**src/rtl/traffic_pkg.sv**
```systemverilog
// Shared definitions for the traffic phase controller: light encoding,
// phase codes and default phase durations (in one-second ticks).
package traffic_pkg;

  // Two-bit lamp drive value, one per light head.
  typedef enum logic [1:0] {
    LIGHT_GREEN  = 2'b00,
    LIGHT_YELLOW = 2'b01,
    LIGHT_DARK   = 2'b10,
    LIGHT_RED    = 2'b11
  } light_e;

  // Sequencer phase codes, exported as-is on the phase output.
  typedef enum logic [2:0] {
    PH_ALL_RED   = 3'd0,
    PH_LT_GREEN  = 3'd1,
    PH_LT_YELLOW = 3'd2,
    PH_TH_GREEN  = 3'd3,
    PH_TH_YELLOW = 3'd4,
    PH_FLASH     = 3'd5
  } phase_e;

  localparam int unsigned DEF_NUM_DIR    = 2;
  localparam int unsigned DEF_TICK_DIV   = 12000000;
  localparam int unsigned DEF_GREEN_SEC  = 8;
  localparam int unsigned DEF_YELLOW_SEC = 2;
  localparam int unsigned DEF_ALLRED_SEC = 1;
  localparam int unsigned DEF_LT_SEC     = 4;

  // Value loaded into the remain counter when a phase of 'sec' ticks starts.
  function automatic logic [7:0] dur_m1(input int unsigned sec);
    return 8'(sec - 1);
  endfunction

endpackage

```
**src/rtl/tick_prescaler.sv**
```systemverilog
// Divides clk down to a one-cycle tick every TICK_DIV cycles. The count
// only advances while ena is high, so a low ena freezes the tick phase.
module tick_prescaler
  import traffic_pkg::*;
#(
  parameter int unsigned TICK_DIV = DEF_TICK_DIV
) (
  input  logic clk,
  input  logic rst_n,
  input  logic ena,
  output logic tick
);

  localparam int unsigned CW = (TICK_DIV > 2) ? $clog2(TICK_DIV) : 1;
  localparam logic [CW-1:0] LAST = CW'(TICK_DIV - 1);

  logic [CW-1:0] count_q;
  logic [CW-1:0] count_d;

  // Terminal count is only reported while running, so tick stays low when frozen.
  assign tick = ena && (count_q == LAST);

  // Next count: wrap at terminal count, hold while disabled.
  always_comb begin
    count_d = count_q;
    if (ena) begin
      if (tick) count_d = '0;
      else      count_d = count_q + 1'b1;
    end
  end

  // Count register.
  always_ff @(posedge clk or negedge rst_n) begin
    if (!rst_n) count_q <= '0;
    else        count_q <= count_d;
  end

endmodule

```
**src/rtl/traffic_phase_ctrl.sv**
```systemverilog
// Round-robin traffic phase sequencer with per-approach protected left-turn
// demand, night flashing mode and registered lamp outputs. Every state
// change happens on a prescaler tick; the lamps follow one cycle later.
module traffic_phase_ctrl
  import traffic_pkg::*;
#(
  parameter int unsigned NUM_DIR    = DEF_NUM_DIR,
  parameter int unsigned TICK_DIV   = DEF_TICK_DIV,
  parameter int unsigned GREEN_SEC  = DEF_GREEN_SEC,
  parameter int unsigned YELLOW_SEC = DEF_YELLOW_SEC,
  parameter int unsigned ALLRED_SEC = DEF_ALLRED_SEC,
  parameter int unsigned LT_SEC     = DEF_LT_SEC
) (
  input  logic                 clk,
  input  logic                 rst_n,
  input  logic                 ena,
  input  logic [NUM_DIR-1:0]   lt_req,
  input  logic                 flash_mode,
  output logic [2*NUM_DIR-1:0] th_light,
  output logic [2*NUM_DIR-1:0] lt_light,
  output logic [1:0]           cur_dir,
  output logic [2:0]           phase,
  output logic [7:0]           remain,
  output logic                 tick
);

  localparam logic [7:0] LOAD_GREEN  = dur_m1(GREEN_SEC);
  localparam logic [7:0] LOAD_YELLOW = dur_m1(YELLOW_SEC);
  localparam logic [7:0] LOAD_ALLRED = dur_m1(ALLRED_SEC);
  localparam logic [7:0] LOAD_LT     = dur_m1(LT_SEC);
  localparam logic [1:0] LAST_DIR    = 2'(NUM_DIR - 1);

  phase_e               phase_q, phase_d;
  logic [1:0]           dir_q, dir_d;
  logic [7:0]           remain_q, remain_d;
  logic [NUM_DIR-1:0]   pend_q, pend_d;
  logic                 flash_dark_q, flash_dark_d;
  logic [2*NUM_DIR-1:0] th_q, th_d;
  logic [2*NUM_DIR-1:0] lt_q, lt_d;
  logic [NUM_DIR-1:0]   dir_oh;
  logic                 pend_hit;
  logic                 lt_grant;

  tick_prescaler #(
    .TICK_DIV(TICK_DIV)
  ) u_presc (
    .clk  (clk),
    .rst_n(rst_n),
    .ena  (ena),
    .tick (tick)
  );

  // One-hot of the served approach, used to look up and clear its demand.
  always_comb begin
    dir_oh = '0;
    for (int i = 0; i < NUM_DIR; i++) begin
      dir_oh[i] = (dir_q == 2'(i));
    end
  end

  assign pend_hit = |(pend_q & dir_oh);

  // Phase sequencer: flash entry/exit takes priority, otherwise count down
  // the current phase and step to the next one when it expires.
  always_comb begin
    phase_d      = phase_q;
    dir_d        = dir_q;
    remain_d     = remain_q;
    flash_dark_d = flash_dark_q;
    lt_grant     = 1'b0;
    if (tick) begin
      if (phase_q == PH_FLASH) begin
        if (flash_mode) begin
          flash_dark_d = ~flash_dark_q;
        end else begin
          phase_d      = PH_ALL_RED;
          remain_d     = LOAD_ALLRED;
          flash_dark_d = 1'b0;
        end
      end else if (flash_mode) begin
        phase_d      = PH_FLASH;
        remain_d     = 8'd0;
        flash_dark_d = 1'b0;
      end else if (remain_q != 8'd0) begin
        remain_d = remain_q - 8'd1;
      end else begin
        unique case (phase_q)
          PH_ALL_RED: begin
            if (pend_hit) begin
              phase_d  = PH_LT_GREEN;
              remain_d = LOAD_LT;
              lt_grant = 1'b1;
            end else begin
              phase_d  = PH_TH_GREEN;
              remain_d = LOAD_GREEN;
            end
          end
          PH_LT_GREEN: begin
            phase_d  = PH_LT_YELLOW;
            remain_d = LOAD_YELLOW;
          end
          PH_LT_YELLOW: begin
            phase_d  = PH_TH_GREEN;
            remain_d = LOAD_GREEN;
          end
          PH_TH_GREEN: begin
            phase_d  = PH_TH_YELLOW;
            remain_d = LOAD_YELLOW;
          end
          PH_TH_YELLOW: begin
            phase_d  = PH_ALL_RED;
            remain_d = LOAD_ALLRED;
            dir_d    = (dir_q == LAST_DIR) ? 2'd0 : dir_q + 2'd1;
          end
          default: begin
            phase_d  = PH_ALL_RED;
            remain_d = LOAD_ALLRED;
          end
        endcase
      end
    end
  end

  // Sticky left-turn demand: requests set it at any time (even frozen), and
  // the grant clears the served bit, winning over a same-cycle request.
  always_comb begin
    pend_d = pend_q | lt_req;
    if (lt_grant) pend_d = pend_d & ~dir_oh;
  end

  // Lamp decode from the next state so the registered lamps line up with it.
  always_comb begin
    th_d = '0;
    lt_d = '0;
    for (int i = 0; i < NUM_DIR; i++) begin
      th_d[2*i +: 2] = LIGHT_RED;
      lt_d[2*i +: 2] = LIGHT_RED;
      if (phase_d == PH_FLASH) begin
        if (flash_dark_d) begin
          th_d[2*i +: 2] = LIGHT_DARK;
          lt_d[2*i +: 2] = LIGHT_DARK;
        end
      end else if (dir_d == 2'(i)) begin
        case (phase_d)
          PH_LT_GREEN:  lt_d[2*i +: 2] = LIGHT_GREEN;
          PH_LT_YELLOW: lt_d[2*i +: 2] = LIGHT_YELLOW;
          PH_TH_GREEN:  th_d[2*i +: 2] = LIGHT_GREEN;
          PH_TH_YELLOW: th_d[2*i +: 2] = LIGHT_YELLOW;
          default: ;
        endcase
      end
    end
  end

  // Sequencer state, demand latches and registered lamp outputs.
  always_ff @(posedge clk or negedge rst_n) begin
    if (!rst_n) begin
      phase_q      <= PH_ALL_RED;
      dir_q        <= 2'd0;
      remain_q     <= LOAD_ALLRED;
      pend_q       <= '0;
      flash_dark_q <= 1'b0;
      th_q         <= '1;
      lt_q         <= '1;
    end else begin
      phase_q      <= phase_d;
      dir_q        <= dir_d;
      remain_q     <= remain_d;
      pend_q       <= pend_d;
      flash_dark_q <= flash_dark_d;
      th_q         <= th_d;
      lt_q         <= lt_d;
    end
  end

  assign th_light = th_q;
  assign lt_light = lt_q;
  assign cur_dir  = dir_q;
  assign phase    = phase_q;
  assign remain   = remain_q;

endmodule

```
**config.mk**
```make
export PLATFORM = sky130hd
export DESIGN_NAME = traffic_phase_ctrl
export DESIGN_NICKNAME = d
export VERILOG_FILES = /design/src/rtl/traffic_pkg.sv /design/src/rtl/tick_prescaler.sv /design/src/rtl/traffic_phase_ctrl.sv
export SDC_FILE = /design/constraint.sdc
export NUM_CORES = 1
export LEC_CHECK = 0
export CAP_MARGIN = 10
export CORE_MARGIN = 2
export CORE_UTILIZATION = 55
export CTS_CLUSTER_DIAMETER = 50
export DETAILED_ROUTE_END_ITERATION = 8
export GPL_ROUTABILITY_DRIVEN = 0
export GPL_TIMING_DRIVEN = 0
export PLACE_DENSITY_LB_ADDON = 0.15
export REMOVE_ABC_BUFFERS = 1
export SLEW_MARGIN = 5
export SYNTH_ARGS = -nofsm -noshare
export SYNTH_HDL_FRONTEND = slang
export SYNTH_SLANG_ARGS = --single-unit
```
**constraint.sdc**
```tcl
create_clock -name clk -period 3.5 [get_ports clk]
set_input_delay 0.875 -clock clk [delete_from_list [all_inputs] [get_ports clk]]
set_output_delay 0.875 -clock clk [all_outputs]
set_load 0.03 [all_outputs]
```
==> results of run 1 <==
-- power breakdown --
part	switching (uW)	internal (uW)
Clock	196	215
Sequential	44.0	591
Combinational	69.3	59.1
-- layer usage --
metal / up-vias / part of all wire (%) / GRT usage [%] / routed length (microns)
met5: - / 0 / 0 / 0
met4: 0 / 1.6 / 8.18 / 77
met3: 8 / 4.1 / 4.17 / 202
met2: 41 / 45 / 31.9 / 2230
met1: 921 / 49 / 28.9 / 2450
li1: 952 / - / - / -
-- synth_stat cells (2+ instances only) --
master	number
and4bb_1	3
nor4_1	3
xor2_1	10
inv_1	8
ha_1	3
o22a_1	2
o21ai_1	2
a32o_1	3
xnor2_1	15
o31ai_1	2
or3_1	4
dfrtp_1	40
mux2i_1	3
clkbuf_1	3
dfstp_2	8
buf_2	2
nand4_1	8
and3_1	7
o21ai_0	11
nand3_1	14
o211ai_2	2
nor4b_1	2
nor2_1	28
and4_1	4
a21oi_1	7
nand2_1	15
nor2b_1	6
nor3_1	7
-- worst max path at each step --
stage,to,start,depth (start not counted)
after detailed placement,tick,ena,6
after global routing,tick,ena,6
after CTS,tick,ena,6
after global placement,tick,ena,6
after floorplan,tick,ena,4
final,tick,ena,6
-- cells by family (layout without fill, tap and decap cells) --
kind of cell,count (synthesis),in the layout
and+or+nand+nor,114,114
DFF,48,48
AOI/OAI and AO/OA,37,37
xor gates and xnor gates,25,25
buffers and inverters,16,46
muxes,5,5
adders and majority gates,3,3
-- layout make-up --
class                           count  area share, %
Tap cell                           52           2.17
Sequential cell                    48           40.5
Inverter                            9           1.30
Clock buffer                        5           2.30
Timing Repair Buffer               29           9.90
Multi-Input combinational cell    184           42.3
Clock inverter                      3           1.59
-- repair_timing --
item,CTS,global route
gates resized for setup,5,1
pin swaps,0,0
hold endpoints to repair,0,0
setup buffers,1,0
setup endpoints to repair,1,1
cloned,0,0
-- per-stage QoR --
stage	instances	worst slack [ns]	total power (uW)
global placement	320	-0.685	765
CTS	330	0.0143	1190
global route	330	0.291	1230
finish	330	0.392	1170
floorplan	241	0.881	722
detailed placement	321	-0.701	772
-- registers in the layout, indices dropped and copies added (netlist names) --
| signal | cells |
|---|---|
| remain | 8 |
| pend_q | 2 |
| phase | 3 |
| th_light | 4 |
| flash_dark_q | 1 |
| lt_light | 4 |
| cur_dir | 2 |
| u_presc.count_q | 24 |
==> flow_summary.html, run 1 <==
<table>
<tr><th>Metric</th><th>Value</th></tr>
<tr><th colspan="2">Run status</th></tr>
<tr><td>Run status</td><td>completed</td></tr>
<tr><th colspan="2">Setup path</th></tr>
<tr><td>Worst r2r dst</td><td>th_light[1]</td></tr>
<tr><td>Kind of cell with the highest combined delay on the critical path</td><td>simple AND/OR/NAND/NOR gates</td></tr>
<tr><td>Crit-path slowest cell</td><td>and4_4</td></tr>
<tr><td>Type of element launching the critical path</td><td>primary input</td></tr>
<tr><td>Critical path required time</td><td>2.62 ns</td></tr>
<tr><td>Critical path arrival</td><td>2.23 ns</td></tr>
<tr><td>Crit Path Class</td><td>in -&gt; out</td></tr>
<tr><td>Sequence of cells on the critical path</td><td>dlymetal6s2s_1, and4_4, and3_2, nand2_1, clkinv_4, clkdlybuf4s15_2</td></tr>
<tr><td>Largest driver fanout on the critical path</td><td>9</td></tr>
<tr><td>Setup slack, reg-to-reg</td><td>1.02 ns</td></tr>
<tr><td>Launch point of the worst reg-to-reg path</td><td>u_presc.count_q[0]</td></tr>
<tr><td>Cell count of the worst reg-to-reg path</td><td>9</td></tr>
<tr><td>Largest stage delay on the critical path</td><td>0.30 ns</td></tr>
<tr><td>Type of destination of the critical path</td><td>output port</td></tr>
<tr><td>CP Buf/Inv Count</td><td>3</td></tr>
<tr><th colspan="2">Final layout</th></tr>
<tr><td>Total non-filler cell area in the finished layout</td><td>2990 sq um</td></tr>
<tr><td>Antenna diode instance count</td><td>0</td></tr>
<tr><td>Commonest cells after routing, fill and taps aside</td><td>dfrtp_1, nor2_1, clkdlybuf4s50_1</td></tr>
<tr><td>Footprint of the flip-flops and latches</td><td>1210 sq um</td></tr>
<tr><td>Layout Utilization</td><td>67.8%</td></tr>
<tr><td>Layout cells sized above 1</td><td>12.6%</td></tr>
<tr><td>Net count of the finished layout</td><td>286</td></tr>
<tr><td>Signed area change from the synthesized netlist to the final layout</td><td>17.4%</td></tr>
<tr><td>Multi-input gate area</td><td>1270 sq um</td></tr>
<tr><td>Most common cell after layout, fill and taps aside</td><td>dfrtp_1</td></tr>
<tr><td>FILL cells</td><td>342</td></tr>
<tr><th colspan="2">Detailed routing</th></tr>
<tr><td>Remaining antenna violation count</td><td>0</td></tr>
<tr><td>Post-detailed-routing wire length</td><td>4960 microns</td></tr>
<tr><td>Number of vias per cell after detailed routing</td><td>5.82</td></tr>
<tr><td>Vias post-DR</td><td>1,922</td></tr>
<tr><td>Count of TritonRoute iterations in the first routing pass</td><td>4</td></tr>
<tr><td>Post-detailed-route DRC marker count</td><td>0</td></tr>
<tr><td>Detailed Route Iter0 Violations</td><td>98</td></tr>
<tr><td>Wire length per cell after detailed routing</td><td>15.0 microns</td></tr>
<tr><th colspan="2">Logic synthesis</th></tr>
<tr><td>Combined area of all synthesized cells</td><td>2550 sq um</td></tr>
<tr><td>Sequential share of the synthesized area</td><td>47.5%</td></tr>
<tr><td>Area share of the largest cell type after synthesis</td><td>39.2%</td></tr>
<tr><td>Number of synthesized register bits</td><td>48</td></tr>
<tr><td>Post-synth EDFFs</td><td>0</td></tr>
<tr><td>Mapped Cells</td><td>248</td></tr>
<tr><td>Synth Area in XOR/XNOR</td><td>8.58%</td></tr>
<tr><td>Avg Cell Area, Syn</td><td>10.3 sq um</td></tr>
<tr><td>Top cells by area in the synthesized netlist</td><td>dfrtp_1, dfstp_2, xnor2_1, nor2_1, xor2_1</td></tr>
<tr><td>Netlist cell types</td><td>54</td></tr>
<tr><td>Adder-cell area share of the yosys netlist</td><td>1.47%</td></tr>
<tr><td>Complex-gate fraction of the synthesized area</td><td>10.5%</td></tr>
<tr><td>Post-Synth Simple-Gate Area</td><td>26.9%</td></tr>
<tr><td>Ys Warns</td><td>0</td></tr>
<tr><td>Cell type with the highest aggregate area in the netlist</td><td>dfrtp_1</td></tr>
<tr><td>Combinational family with the most area after synthesis</td><td>simple AND/OR/NAND/NOR gates</td></tr>
<tr><td>Primary FF master, synth</td><td>dfrtp_1</td></tr>
<tr><td>Synth async-reset ratio</td><td>100%</td></tr>
<tr><td>Mux contribution to synthesized area</td><td>2.06%</td></tr>
<tr><th colspan="2">Floorplan</th></tr>
<tr><td>Standard-cell row count</td><td>24</td></tr>
<tr><td>Top-Level Pins</td><td>28</td></tr>
<tr><td>Die W</td><td>72.1 microns</td></tr>
<tr><td>Overall die height</td><td>72.1 microns</td></tr>
<tr><td>Standard cell core area</td><td>4410 sq um</td></tr>
<tr><td>Floorplan die area</td><td>5200 sq um</td></tr>
<tr><td>Starting density of the core</td><td>57.8%</td></tr>
<tr><th colspan="2">Clock network</th></tr>
<tr><td>Clock slew at reported path FFs</td><td>0.09 ns</td></tr>
<tr><td>Buffer cell driving the clock tree root</td><td>clkbuf_8</td></tr>
<tr><td>Clock sink count</td><td>48</td></tr>
<tr><td>Hold bufs inserted after CTS</td><td>0</td></tr>
<tr><td>CTS buffer count</td><td>5</td></tr>
<tr><td>CTS tree</td><td>done</td></tr>
<tr><td>Insertion delay of the later-clocked pin in the worst-skew pair</td><td>0.31 ns</td></tr>
<tr><td>Count of H-tree levels built during CTS</td><td>2</td></tr>
<tr><td>Clock Path Buffers</td><td>2</td></tr>
<tr><th colspan="2">STA</th></tr>
<tr><td>Count of final setup violators</td><td>0</td></tr>
<tr><td>Final hold violation count</td><td>0</td></tr>
<tr><td>Achievable Freq</td><td>0.322 GHz</td></tr>
<tr><td>Post-route fraction of the period consumed by the critical path</td><td>88.8%</td></tr>
<tr><td>Post-route clock skew</td><td>0.00725 ns</td></tr>
<tr><td>RSZ-0062 raised after global routing</td><td>false</td></tr>
<tr><td>Slew at the pin with the worst max-slew slack</td><td>0.671 ns</td></tr>
<tr><td>Final hold slack</td><td>0.451 ns</td></tr>
<tr><td>Clock period minus final worst setup slack</td><td>3.11 ns</td></tr>
<tr><td>Headroom to the max-slew limit</td><td>54.9%</td></tr>
<tr><td>Setup TNS</td><td>0 ns</td></tr>
<tr><td>Number of pins with negative max-slew slack in the final report</td><td>0</td></tr>
<tr><th colspan="2">Power</th></tr>
<tr><td>Power density cells</td><td>392 nW/um^2</td></tr>
<tr><td>Pleak</td><td>0.00130 uW</td></tr>
<tr><td>Maximum vdd ir drop</td><td>0.000403 V</td></tr>
<tr><th colspan="2">Place</th></tr>
<tr><td>Post-detailed-placement half-perimeter wirelength</td><td>3420 microns</td></tr>
<tr><td>Number of buffers inserted by port buffering</td><td>27</td></tr>
<tr><td>Placement-stage cell area</td><td>2860 sq um</td></tr>
<tr><th colspan="2">Global route</th></tr>
<tr><td>Vias in the first global route</td><td>1,809</td></tr>
<tr><td>Number of antenna violations at the first check in global routing</td><td>0</td></tr>
<tr><td>Pin count of the biggest net entering global routing</td><td>36</td></tr>
<tr><td>Combined global-route utilization of all metal layers</td><td>20.7%</td></tr>
<tr><td>Wire length of the first global-routing pass</td><td>8310 microns</td></tr>
<tr><td>Overflow after GRT</td><td>0</td></tr>
<tr><th colspan="2">Min path</th></tr>
<tr><td>Path class of the lowest-slack min-delay path</td><td>in -&gt; async</td></tr>
<tr><th colspan="2">Flow run</th></tr>
<tr><td>Max-capacitance violation count</td><td>0</td></tr>
</table>
Power figures use the tool's default switching activity.
==> inputs of run 2 (changes only) <==
--- a/config.mk
+++ b/config.mk
@@ -10,7 +10,6 @@
 export CORE_UTILIZATION = 55
 export CTS_CLUSTER_DIAMETER = 50
 export DETAILED_ROUTE_END_ITERATION = 8
-export GPL_ROUTABILITY_DRIVEN = 0
 export GPL_TIMING_DRIVEN = 0
 export PLACE_DENSITY_LB_ADDON = 0.15
 export REMOVE_ABC_BUFFERS = 1
==> results of run 2 <==
No change in the layout: final DEF, timing and power equal those of run 1.
==> inputs of run 3 (changes only) <==
--- a/config.mk
+++ b/config.mk
@@ -8,7 +8,7 @@
 export CAP_MARGIN = 10
 export CORE_MARGIN = 2
 export CORE_UTILIZATION = 55
-export CTS_CLUSTER_DIAMETER = 50
+export CTS_CLUSTER_DIAMETER = 100
 export DETAILED_ROUTE_END_ITERATION = 8
 export GPL_TIMING_DRIVEN = 0
 export PLACE_DENSITY_LB_ADDON = 0.15
==> results of run 3 <==
No change in the layout: final DEF, timing and power equal those of run 1.
==> edit 1: new RTL, settings of run 1 <==
Reset style: synchronous (`rst_n`), changed in 2 clocked blocks.
--- a/src/rtl/tick_prescaler.sv
+++ b/src/rtl/tick_prescaler.sv
@@ -32,3 +32,3 @@
   // Count register.
-  always_ff @(posedge clk or negedge rst_n) begin
+  always_ff @(posedge clk) begin
     if (!rst_n) count_q <= '0;
--- a/src/rtl/traffic_phase_ctrl.sv
+++ b/src/rtl/traffic_phase_ctrl.sv
@@ -155,3 +155,3 @@
   // Sequencer state, demand latches and registered lamp outputs.
-  always_ff @(posedge clk or negedge rst_n) begin
+  always_ff @(posedge clk) begin
     if (!rst_n) begin
Function: same outputs for any inputs over 10 cycles, from zero or initial values and one cycle with rst_n low; that may be too few to reach the edited logic, so the function may still have changed.
==> edit 1 against run 1 <==
Synthesized cell count rose by 18%. Sequential cell count did not move. Sequential share of layout area fell by 6.5 points. Routed wire length fell by 0.54%. Worst setup slack got worse by 0.25 ns. Final area fell by 5.6%. Critical path type unchanged. Critical path depth did not move. Area after synthesis fell by 4.6%.
Power is not compared: it rests on default switching activity, and its combinational part moved more than twofold at a synthesized area within 25%.
==> edit 1: results (changes against run 1) <==
- Status: complete, no violations (unchanged)
- Total global-route track usage: 0.214 (was 0.207)
- Origin of the worst setup path: ena (unchanged)
- Async S/R FF share, synth: 0 (was 1.00)
- M2 GR Usage: 0.349 (was 0.319)
- Final Net Count: 326 (was 286)
- Post-synthesis compound-gate area fraction: 0.114 (was 0.105)
- Number of global-route vias before repair: 1,994 (was 1,809)
- Port bufs: 27 (unchanged)
- Reg2reg start: remain[0] (was u_presc.count_q[0])
- Switch Pwr: 0.000211 W
- Crit Path Max Fanout: 6 (was 9)
- Seq/Total Area, Yosys: 0.395 (was 0.475)
- Worst path slowest cell: clkdlybuf4s50_1 (was and4_4)
- Top area cells in the synthesized netlist: dfxtp_1, nor2_1, xnor2_1 (was dfrtp_1, dfstp_2, xnor2_1)
- Worst slew pin tran: 0.656 ns (was 0.671 ns)
- Distinct cells, synth: 52 (was 54)
- Largest net degree at the start of global routing: 21 (was 36)
- Post-synth top cells: dfxtp_1, nor2_1, nand2_1 (was dfrtp_1, nor2_1, nand2_1, xnor2_1, nand3_1)
- DR WL/cell: 13.3 µm (was 15.0 µm)
- Leakage power: 0.975 nW
- Reg2reg setup slack: 0.49 ns (was 1.02 ns)
- Clock Skews: 0.00688 ns (was 0.00725 ns)
- First-pass GRT wire length: 8.79 mm (was 8.31 mm)
- Largest stage delay on the critical path: 0.57 ns (was 0.30 ns)
- Multiplexer area fraction after synthesis: 0.0128 (was 0.0206)
- GR Util met3: 0.0442 (was 0.0417)
- Layout cells sized above 1: 0.0660 (was 0.126)
- Met1 GRT Util: 0.280 (was 0.289)
- R2r endpoint: lt_light[0] (was th_light[1])
- Detailed Route Iter0 Violations: 141 (was 98)
- Routed vias/inst: 5.70 (was 5.82)
- Dpl hpwl: 3.52 mm (was 3.42 mm)
- Fraction of synthesized cell area in xor and xnor cells: 0.0971 (was 0.0858)
- Post-Synth Adder-Cell Area: 0.0154 (was 0.0147)
==> edit 1: power groups by stage <==
stage                     sequential, W  combinational, W  clock [W]
final                          0.000552         0.0000302   0.000352
after global routing           0.000552         0.0000348   0.000380
after CTS                      0.000552         0.0000304   0.000363
after detailed placement       0.000565         0.0000301          0
after global placement         0.000564         0.0000298          0
after floorplan                0.000564         0.0000164          0
==> edit 1: cell families (layout without fill, tap and decap cells) <==
group,count (synthesis),after routing
simple gates,149,149
flops,48,48
compound gates,41,41
xor+xnor,27,27
buf+inv,22,47
fa+ha+maj,3,3
mux,3,3
==> edit 1: worst max-delay path: cells and delay by family <==
family | cells | cell delay (ns)
buffers and inverters | 3 | 0.92
and+or+nand+nor | 3 | 0.69
==> edit 1: worst max-delay path by stage <==
stage                        endpoint  slack [ns]  depth (start not counted)
after global routing             tick        0.02                          6
after global placement    lt_light[0]       -0.41                          8
after detailed placement  lt_light[0]       -0.45                          8
after CTS                 lt_light[0]       -0.15                          8
final                            tick        0.14                          6
after floorplan           lt_light[0]        0.50                          7
==> edit 1: cell type report <==
cell class / count / area, µm²
fillers: 385 / 1470
multi-input cells: 223 / 1390
flip-flops and latches: 48 / 961
repair buffers: 28 / 270
clock buffers: 6 / 82.6
well taps: 52 / 65.1
inverters: 11 / 41.3
clock inverters: 2 / 13.8
==> edit 1: repair_timing <==
action,in CTS,in global routing
hold endpoints to repair,0,0
hold buffers,0,0
endpoints found under the setup margin,4,2
buffers inserted,0,0
cloned,0,0
gates resized for setup,1,4
==> edit 1: per-layer routing <==
layer / vias up / wire [µm]
met1: 970 / 2350
met2: 45 / 2270
met3: 9 / 210
met4: 0 / 99
met5: - / 0
li1: 1086 / -
==> edit 1: metrics by stage <==
stage                     instances  instance area, µm²  setup WS, ns  hold WS, ns
after floorplan                 282                2390         0.504        0.462
after global placement          361                2730        -0.414        0.476
after detailed placement        361                2730        -0.453        0.490
after CTS                       369                2820        -0.147        0.504
after global routing            370                2830        0.0157        0.530
final                           370                2830         0.144        0.502
==> edit 2: new RTL, settings of run 1 <==
Made on the original files. The package constant `DEF_TICK_DIV` goes from 12000000 to 6000000.
--- a/src/rtl/traffic_pkg.sv
+++ b/src/rtl/traffic_pkg.sv
@@ -23,3 +23,3 @@
   localparam int unsigned DEF_NUM_DIR    = 2;
-  localparam int unsigned DEF_TICK_DIV   = 12000000;
+  localparam int unsigned DEF_TICK_DIV   = 6000000;
   localparam int unsigned DEF_GREEN_SEC  = 8;
Function: same outputs for any inputs over 10 cycles, from zero or initial values and one cycle with rst_n low; that may be too few to reach the edited logic, so the function may still have changed.
==> edit 2 against run 1 <==
Area after synthesis down 4.3%. Total power up 3.1%. Worst setup slack better by 0.015 ns. Sequential cell count down 1. Routed wire length down 4.9%. Hold slack better by 0.013 ns. Sequential share of layout area up 0.13 points. Final area down 2.4%. Count of clock-buffer cells in the layout unchanged. Largest cell class unchanged. Largest power group unchanged. Highest routed layer unchanged.
==> edit 2: results (changes against run 1) <==
- Status: complete, no violations (unchanged)
- Detailed Route Iter0 Violations: 114 (was 98)
- VDD IR max: 0.287 mV (was 0.403 mV)
- Largest stage delay on the critical path: 0.37 ns (was 0.30 ns)
- Port bufs: 27 (unchanged)
- Layout cells sized above 1: 0.121 (was 0.126)
- Initial antenna violation count: 0 (unchanged)
- Number of global-route vias before repair: 1,799 (was 1,809)
- DR WL/cell: 14.5 µm (was 15.0 µm)
- Min-delay worst type: primary input to asynchronous set/reset pin (unchanged)
- Seq/Total Area, Yosys: 0.486 (was 0.475)
- Count leader, synth: dfrtp_1 (unchanged)
- Wire length on met2: 2.25 mm (was 2.23 mm)
- Clock Skews: 0.00651 ns (was 0.00725 ns)
- Met3 WL: 205 µm (was 202 µm)
- Skew-Pair Late Insertion Delay: 0.31 ns (about the same)
- Routed vias/inst: 5.69 (was 5.82)
- Family with the most delay on the worst path: simple AND/OR/NAND/NOR gates (unchanged)
- Total global-route track usage: 0.205 (was 0.207)
- Inst Count DP: 315 (was 321)
- Clk buf depth: 2 (unchanged)
- Crit Path Max Fanout: 6 (was 9)
- Worst slew pin tran: 0.827 ns (was 0.671 ns)
- Top sig layer: met4 (unchanged)
- Final Net Count: 281 (was 286)
- Filler-free cell count of the finished design: 325 (was 330)
- CTS HTree Levels: 2 (unchanged)
- Top area cells in the synthesized netlist: dfrtp_1, dfstp_2, xnor2_1 (unchanged)
- M1 wire length: 2.20 mm (was 2.45 mm)
- FF-to-FF path depth: 8 (was 9)
- Largest register FFs: 23 (was 24)
- Drt pass-1 iters: 4 (unchanged)
- Distinct cells, synth: 53 (was 54)
- Largest net degree at the start of global routing: 34 (was 36)
- Async S/R FF share, synth: 1.00 (unchanged)
- Clock transition at path regs: 0.09 ns (about the same)
- Yosys warning count: 0 (unchanged)
- Root Buffer Master: clkbuf_8 (unchanged)
- ANT cells: 0 (unchanged)
- Register with the most flip-flops: u_presc.count_q (unchanged)
- Leakage power: 1.26 nW (was 1.30 nW)
- Worst path slowest cell: or2_2 (was and4_4)
- Num CTS Buffers: 5 (unchanged)
- Dpl hpwl: 3.39 mm (was 3.42 mm)
- First-pass GRT wire length: 8.13 mm (was 8.31 mm)
- Post-synth top cells: dfrtp_1, nor2_1, nand2_1 (was dfrtp_1, nor2_1, nand2_1, xnor2_1, nand3_1)
- Post-Syn Area per Cell: 10.1 µm² (was 10.3 µm²)
- Placed Area: 2770 µm² (was 2860 µm²)
edit 2: final cells by class:
type	count	area, µm²
Clock inverter	3	67.6
Inverter	11	41.3
Timing Repair Buffer	30	302
Clock buffer	5	68.8
Tap cell	52	65.1
Multi-Input combinational cell	177	1190
Sequential cell	47	1190
Fill cell	354	1400
edit 2: final timing paths:
check | slack [ns] | start | endpoint
setup / recovery | 0.41 | ena | tick
hold / removal | 0.46 | rst_n | u_presc.count_q[0]
setup reg to reg | 0.64 | remain[0] | th_light[1]
hold reg to reg | 0.49 | u_presc.count_q[4] | u_presc.count_q[4]
max in group asynchronous | 2.48 | rst_n | th_light[0]
min in group clk | 0.49 | u_presc.count_q[4] | u_presc.count_q[4]
edit 2: stage by stage:
stage	worst slack, ns	power (W)
finish	0.407	0.00121
global route	0.227	0.00127
CTS	0.0355	0.00122
detailed placement	-0.710	0.000748
global placement	-0.702	0.000739
floorplan	0.679	0.000703
edit 2: what timing repair did:
action | CTS | global route
pin swaps | 1 | 0
setup buffers | 1 | 0
gates resized for setup | 7 | 1
setup endpoints to repair | 1 | 1
edit 2: cells by family (layout without fill, tap and decap cells):
kind of cell / after synthesis / in the layout / synth area share
flip-flops: 47 / 47 / 0.486
adder cells (fa/ha/maj): 3 / 3 / 0.0154
XOR/XNOR: 27 / 27 / 0.0968
buffers and inverters: 17 / 49 / 0.0272
AO/OA/AOI/OAI: 33 / 33 / 0.101
multiplexers: 4 / 4 / 0.0169
AND/OR/NAND/NOR: 110 / 110 / 0.257
edit 2: routing by layer:
layer	vias up	track usage
li1	908	-
met5	-	0
met3	5	0.0513
met4	0	0.0566
met1	902	0.266
met2	34	0.345
edit 2: report_power, final:
group	switching, W	leakage [nW]	internal [W]
registers	0.0000367	0.593	0.000582
logic	0.0000632	0.600	0.0000559
clock network	0.000188	0.0644	0.000285
